## config.mk

```make
export PLATFORM = sky130hd
export DESIGN_NAME = timebase_tick_gen_flat
export DESIGN_NICKNAME = d
export VERILOG_FILES = /design/src/rtl/timebase_tick_gen_if.sv /design/src/rtl/timebase_tick_gen.sv /design/src/flat_wrapper.sv
export SDC_FILE = /design/constraint.sdc
export NUM_CORES = 1
export LEC_CHECK = 0
export CORE_ASPECT_RATIO = 0.6
export CORE_MARGIN = 2
export CORE_UTILIZATION = 61
export DETAILED_ROUTE_END_ITERATION = 12
export PLACE_DENSITY = 0.94
export SYNTH_ARGS = -nofsm -noshare
export SYNTH_HDL_FRONTEND = slang
export SYNTH_SLANG_ARGS = --single-unit
```

## constraint.sdc

```tcl
create_clock -name clk -period 10.66 [get_ports clk]
set_input_delay 1.599 -clock clk [delete_from_list [all_inputs] [get_ports clk]]
set_output_delay 1.599 -clock clk [all_outputs]
set_load 0.01 [all_outputs]
```

## src/rtl/timebase_tick_gen_if.sv

```systemverilog
// Control/status bundle for timebase_tick_gen: the controller drives the mode and
// enables, and the tick generator returns its tick, count and decoded frequency.
interface timebase_tick_gen_if #(
  parameter int SEL_W  = 2,
  parameter int FREQ_W = 4,
  parameter int TCNT_W = 8
);
  logic              en;
  logic              clr;
  logic [SEL_W-1:0]  sel_req;
  logic [FREQ_W-1:0] freq_code;
  logic              tick;
  logic [TCNT_W-1:0] tick_count;
  logic              mode_pending;
  logic              minute_tick;

  modport master (
    output en, clr, sel_req,
    input  freq_code, tick, tick_count, mode_pending, minute_tick
  );

  modport slave (
    input  en, clr, sel_req,
    output freq_code, tick, tick_count, mode_pending, minute_tick
  );
endinterface

```

## src/rtl/timebase_tick_gen.sv

```systemverilog
// Programmable-period tick enable with mode changes taken only at tick boundaries.
// Optional macro TIMEBASE_MINUTE_TICK_EN adds a 60-tick sec_cnt and minute_tick pulse.
module timebase_tick_gen #(
  parameter int SEL_W      = 2,
  parameter int BASE_FREQ  = 1,
  parameter int FREQ_W     = 4,
  parameter int TICK_SCALE = 1000,
  parameter int CNT_W      = 14,
  parameter int TCNT_W     = 8
) (
  input  logic              clk,
  input  logic              rst,
  timebase_tick_gen_if.slave bus
);

  localparam longint MAX_CODE = longint'(BASE_FREQ) << ((1 << SEL_W) - 1);
  localparam longint MAX_P    = MAX_CODE * longint'(TICK_SCALE);

  if (MAX_P > (longint'(1) << CNT_W)) begin : g_bad_cnt_w
    $error("timebase_tick_gen: longest period %0d does not fit CNT_W=%0d", MAX_P, CNT_W);
  end
  if (MAX_CODE >= (longint'(1) << FREQ_W)) begin : g_bad_freq_w
    $error("timebase_tick_gen: frequency code %0d does not fit FREQ_W=%0d", MAX_CODE, FREQ_W);
  end

  // Terminal count P(k)-1; P is formed wider than the counter so P = 2**CNT_W is legal.
  function automatic logic [CNT_W-1:0] term_of(input logic [SEL_W-1:0] k);
    longint p;
    p = (longint'(BASE_FREQ) << k) * longint'(TICK_SCALE) - longint'(1);
    return p[CNT_W-1:0];
  endfunction

  function automatic logic [FREQ_W-1:0] freq_of(input logic [SEL_W-1:0] k);
    longint f;
    f = longint'(BASE_FREQ) << k;
    return f[FREQ_W-1:0];
  endfunction

  logic [SEL_W-1:0]  sel_req;
  logic              en;
  logic              clr;
  logic [SEL_W-1:0]  cur_sel;
  logic [CNT_W-1:0]  cnt;
  logic              tick;
  logic [TCNT_W-1:0] tick_count;
  logic              terminal;

  assign sel_req  = bus.sel_req;
  assign en       = bus.en;
  assign clr      = bus.clr;
  assign terminal = (cnt == term_of(cur_sel));

  always_ff @(posedge clk or posedge rst) begin
    if (rst) begin
      cnt        <= '0;
      tick       <= 1'b0;
      tick_count <= '0;
      cur_sel    <= '0;
    end else if (clr) begin
      cnt        <= '0;
      tick       <= 1'b0;
      tick_count <= '0;
      cur_sel    <= sel_req;
    end else if (!en) begin
      tick       <= 1'b0;
    end else if (terminal) begin
      cnt        <= '0;
      tick       <= 1'b1;
      tick_count <= tick_count + TCNT_W'(1);
      cur_sel    <= sel_req;
    end else begin
      cnt        <= cnt + CNT_W'(1);
      tick       <= 1'b0;
    end
  end

  assign bus.tick         = tick;
  assign bus.tick_count   = tick_count;
  assign bus.freq_code    = freq_of(cur_sel);
  assign bus.mode_pending = (sel_req != cur_sel);

`ifdef TIMEBASE_MINUTE_TICK_EN
  logic [5:0] sec_cnt;
  logic       minute_tick;

  always_ff @(posedge clk or posedge rst) begin
    if (rst) begin
      sec_cnt     <= '0;
      minute_tick <= 1'b0;
    end else if (clr) begin
      sec_cnt     <= '0;
      minute_tick <= 1'b0;
    end else if (en && terminal) begin
      if (sec_cnt == 6'd59) begin
        sec_cnt     <= '0;
        minute_tick <= 1'b1;
      end else begin
        sec_cnt     <= sec_cnt + 6'd1;
        minute_tick <= 1'b0;
      end
    end else begin
      minute_tick <= 1'b0;
    end
  end

  assign bus.minute_tick = minute_tick;
`else
  assign bus.minute_tick = 1'b0;
`endif

endmodule
```

## src/flat_wrapper.sv

```systemverilog
// flat-port wrapper written by rule: the top's interface ports become plain ports
module timebase_tick_gen_flat 
#(
  parameter int SEL_W      = 2,
  parameter int BASE_FREQ  = 1,
  parameter int FREQ_W     = 4,
  parameter int TICK_SCALE = 1000,
  parameter int CNT_W      = 14,
  parameter int TCNT_W     = 8
)
  (clk, rst, bus_en, bus_clr, bus_sel_req, bus_freq_code, bus_tick, bus_tick_count, bus_mode_pending, bus_minute_tick);
  timebase_tick_gen_if #(.SEL_W(SEL_W), .FREQ_W(FREQ_W), .TCNT_W(TCNT_W)) bus_i ();
  input  logic clk;
  input  logic rst;
  input wire logic [$bits(bus_i.en)-1:0] bus_en;
  input wire logic [$bits(bus_i.clr)-1:0] bus_clr;
  input wire logic [$bits(bus_i.sel_req)-1:0] bus_sel_req;
  output wire logic [$bits(bus_i.freq_code)-1:0] bus_freq_code;
  output wire logic [$bits(bus_i.tick)-1:0] bus_tick;
  output wire logic [$bits(bus_i.tick_count)-1:0] bus_tick_count;
  output wire logic [$bits(bus_i.mode_pending)-1:0] bus_mode_pending;
  output wire logic [$bits(bus_i.minute_tick)-1:0] bus_minute_tick;
  assign bus_i.en = bus_en;
  assign bus_i.clr = bus_clr;
  assign bus_i.sel_req = bus_sel_req;
  assign bus_freq_code = bus_i.freq_code;
  assign bus_tick = bus_i.tick;
  assign bus_tick_count = bus_i.tick_count;
  assign bus_mode_pending = bus_i.mode_pending;
  assign bus_minute_tick = bus_i.minute_tick;
  timebase_tick_gen #(.SEL_W(SEL_W), .BASE_FREQ(BASE_FREQ), .FREQ_W(FREQ_W), .TICK_SCALE(TICK_SCALE), .CNT_W(CNT_W), .TCNT_W(TCNT_W)) u_core (.clk(clk), .rst(rst), .bus(bus_i));
endmodule
```

==> results.md <==
* Status: completed
* Num CTS Buffers at 3
* Clk buf depth at 2
* Wire length per cell at 14.6 um
* Number of synthesized flops with an enable pin at 0
* P&R area growth vs syn at 13.5%
* I/O pin cnt at 21
* Overall routing resource usage at 23.8%
* Ant diodes at 0
* Power Dens Cells at 107 nW/um2
* Max incr delay on CP at 0.54 ns
* CP required at 10.81 ns
* Die width at 77.8 um
* Endpoints failing hold at 0
* Min-Delay Path Class: reg -> reg
* Layout fillers at 236
* Violation count after the first detailed-route iteration at 85
* Post-DRT Antenna Nets at 0
* Top_reg_cell synth: dfrtp_1
* Rows at 16
* Share of layout cells above drive strength 1 at 9.13%
* Bufs and invs on worst path at 1
* CTS resizes at 0
* Worst Setup Slack, final at 5.96 ns
* Overall die height at 48.3 um
* Post-Route WL at 4.02 mm
* Initial core utilization at 62.7%
* Max-Cap Viols at 0
* PortBufs at 19
* CTS Root Buffer Type: clkbuf_8
* Via-to-Cell Ratio at 5.63
* Vias in the first global route at 1,620
* CP max FO at 11
* Global-route wire length before repair at 7.21 mm
* Yosys warnings at 0
* Critical path class: reg -> reg
* Synth area leader: dfrtp_1
* Synth Cell Area at 2000 um2
* Post-CTS Hold Buffers at 0
* Unrepaired setup endpoints after global routing: false
* Worst path slowest cell: o311ai_4
* Register area share after synthesis at 31.3%
* GPL Wtd Cong at 0.827
* Slew Viols, Final at 0
* Synthesized area per cell at 9.50 um2
* Cell mode on critical path: ha_1
* Reg area at 626 um2
* Ranking of synthesized cells by area: dfrtp_1 31%, ha_1 13%, xor2_1 4.8%
* Crit path DAT at 4.86 ns
* Final Setup Violations at 0
* FMAX at 213 MHz
* Leakage power at 1.02 nW
* Clk_skew at 0.00715 ns
* 1st-pass router iterations at 4
* Postcts setup bufs at 0
* Worst setup SP type: register
* Synth Register Bits at 25
* Core Util, Final at 71.1%
* R2r setup slk at 5.96 ns
* Worst r2r path cells at 14
* Crit. End Element: register
* Hold path cells at 2
* Final nets at 260
* CP cell instances: inv_1 -> ha_1 -> ha_1 -> ha_1 -> fa_1 -> ha_1 -> ha_1 -> nor2b_2 -> a22o_1 -> o211a_1 -> o21a_4 -> o311ai_4 -> nand2b_4 -> mux2_4
* Core area at 3180 um2
* Worst path top cell family by delay: adder cells
* H-tree lvl count at 1
* Maximum vdd drop at 0.0622 mV
* Vias post-DR at 1,547
* GR Overflow Total at 0
* Worst-Margin Slew at 0.933 ns
* Area occupied by multi-input gates at 1290 um2
* Asr flop ratio synth at 100%
* CP Depth at 14
* Pre-CTS setup slack at 6.00 ns
* Syn Inst Count at 210
* Dpl hpwl at 3.12 mm
* Clock sinks at 25
* Setup TNS at 0 ns
* DRC at 0
* Die Footprint at 3760 um2
* Clk pin slew, worst setup/hold paths at 0.08 ns
* Yosys top cell area share at 31.3%
* Minimum clock period at 4.70 ns
* Netlist cell types at 54
* Clock latency at the later pin of the worst-skew pair at 0.27 ns
* Final period util at 44.1%
* Largest net degree at the start of global routing at 26
* Slew margin rel. at 37.7%
* CTS tree: done
* Initial antenna violation count at 0
## state kept, by name (all words and copies together) (netlist names)
register and count:
u_core.cur_sel 2, u_core.cnt 14, u_core.bus.tick_count 8, u_core.bus.tick 1
## per-stage QoR
step / instances / instance area (um2) / hold WS [ns] / total power (W)
floorplan: 211 / 2000 / 0.529 / 0.000169
global placement: 271 / 2220 / 0.546 / 0.000185
detailed placement: 271 / 2220 / 0.555 / 0.000188
CTS: 275 / 2260 / 0.572 / 0.000244
global route: 275 / 2260 / 0.613 / 0.000259
finish: 275 / 2260 / 0.575 / 0.000243
## worst paths after layout
| check | to | startpoint |
|---|---|---|
| max in group asynchronous | u_core.cnt[0]$_DFFE_PP0P_ | rst |
| min in group asynchronous | u_core.cnt[1]$_DFFE_PP0P_ | rst |
| setup / recovery | u_core.cur_sel[0]$_DFFE_PP0P_ | u_core.cur_sel[0]$_DFFE_PP0P_ |
| hold reg to reg | u_core.cnt[13]$_DFFE_PP0P_ | u_core.cnt[13]$_DFFE_PP0P_ |
| setup reg to reg | u_core.cur_sel[0]$_DFFE_PP0P_ | u_core.cur_sel[0]$_DFFE_PP0P_ |
| hold / removal | u_core.cnt[13]$_DFFE_PP0P_ | u_core.cnt[13]$_DFFE_PP0P_ |
## worst reg2reg max path, delay by kind of cell, from the launching register on
family	cells	cell delay, ns
AO/OA/AOI/OAI	4	1.29
AND/OR/NAND/NOR	2	0.36
adder cells (fa/ha/maj)	6	1.99
flip-flops	1	0.49
multiplexers	1	0.33
buffers and inverters	1	0.13
## power breakdown
| part | switching, W | total, W | internal [W] |
|---|---|---|---|
| Combinational | 0.0000503 | 0.0000891 | 0.0000389 |
| Clock | 0.0000284 | 0.0000552 | 0.0000267 |
| Sequential | 0.00000229 | 0.0000983 | 0.0000960 |
## layout make-up
| class | instances | share of cell area, % |
|---|---|---|
| clock buffers | 4 | 1.99 |
| flip-flops and latches | 25 | 27.6 |
| repair buffers | 19 | 8.40 |
| multi-input cells | 167 | 57.0 |
| well taps | 45 | 2.49 |
| inverters | 15 | 2.49 |
## cells in the mapped netlist, types with 2 or more instances
library cell  number
a21oi_1            9
or3_1              3
nand4_1            7
xor2_1            11
and2_1             2
nand3b_1           2
conb_1             2
nand2_1           11
o21ai_0            4
nand2b_1           7
inv_1             14
xnor2_1           10
a22o_1             3
and3_1             7
nor3_2             3
mux2i_1            2
nor2b_1            3
o211ai_1           2
or3_2              2
nor4_1             2
ha_1              21
dfrtp_1           25
a31oi_1            2
nand3_1            8
clkbuf_1           2
fa_1               2
nor2_1            17
## layout by cell type (no fill, tap or decap), drive strengths merged, types with 2 or more instances in the layout
master / synthesis / final
nand2b: 8 / 8
a21oi: 9 / 9
nor2b: 4 / 4
o211ai: 2 / 2
o21ai: 4 / 4
nand3b: 2 / 2
nor4: 2 / 2
nor3: 4 / 4
clkdlybuf4s50: 0 / 19
nand3: 8 / 8
dfrtp: 25 / 25
o21a: 2 / 2
or3: 5 / 5
a211oi: 2 / 2
nand2: 11 / 11
xnor2: 10 / 10
conb: 2 / 3
o311ai: 2 / 2
nand4: 7 / 7
ha: 21 / 21
mux2: 2 / 2
inv: 15 / 15
a31oi: 2 / 2
and3: 7 / 7
xor2: 11 / 11
a22o: 3 / 3
and2b: 2 / 2
mux2i: 2 / 2
clkbuf: 2 / 4
nor2: 17 / 17
and2: 2 / 2
fa: 2 / 2
## logic make-up after synthesis
family	Yosys count	share of synthesized area (%)
AOI/OAI and AO/OA	34	14.0
buffers and inverters	19	4.14
other	2	0.376
and+or+nand+nor	82	23.4
xor gates and xnor gates	21	9.22
DFF	25	31.3
muxes	4	2.32
adders and majority gates	23	15.2
## routing by layer
layer  track usage [%]  share of wire [%]  vias up
met1              33.7                 48      725
met3              4.48                5.9        6
met5                 0                  0        -
met4              6.85               0.57        0
li1                  -                  -      775
met2              37.5                 46       41
(Power assumes the default switching activity.)
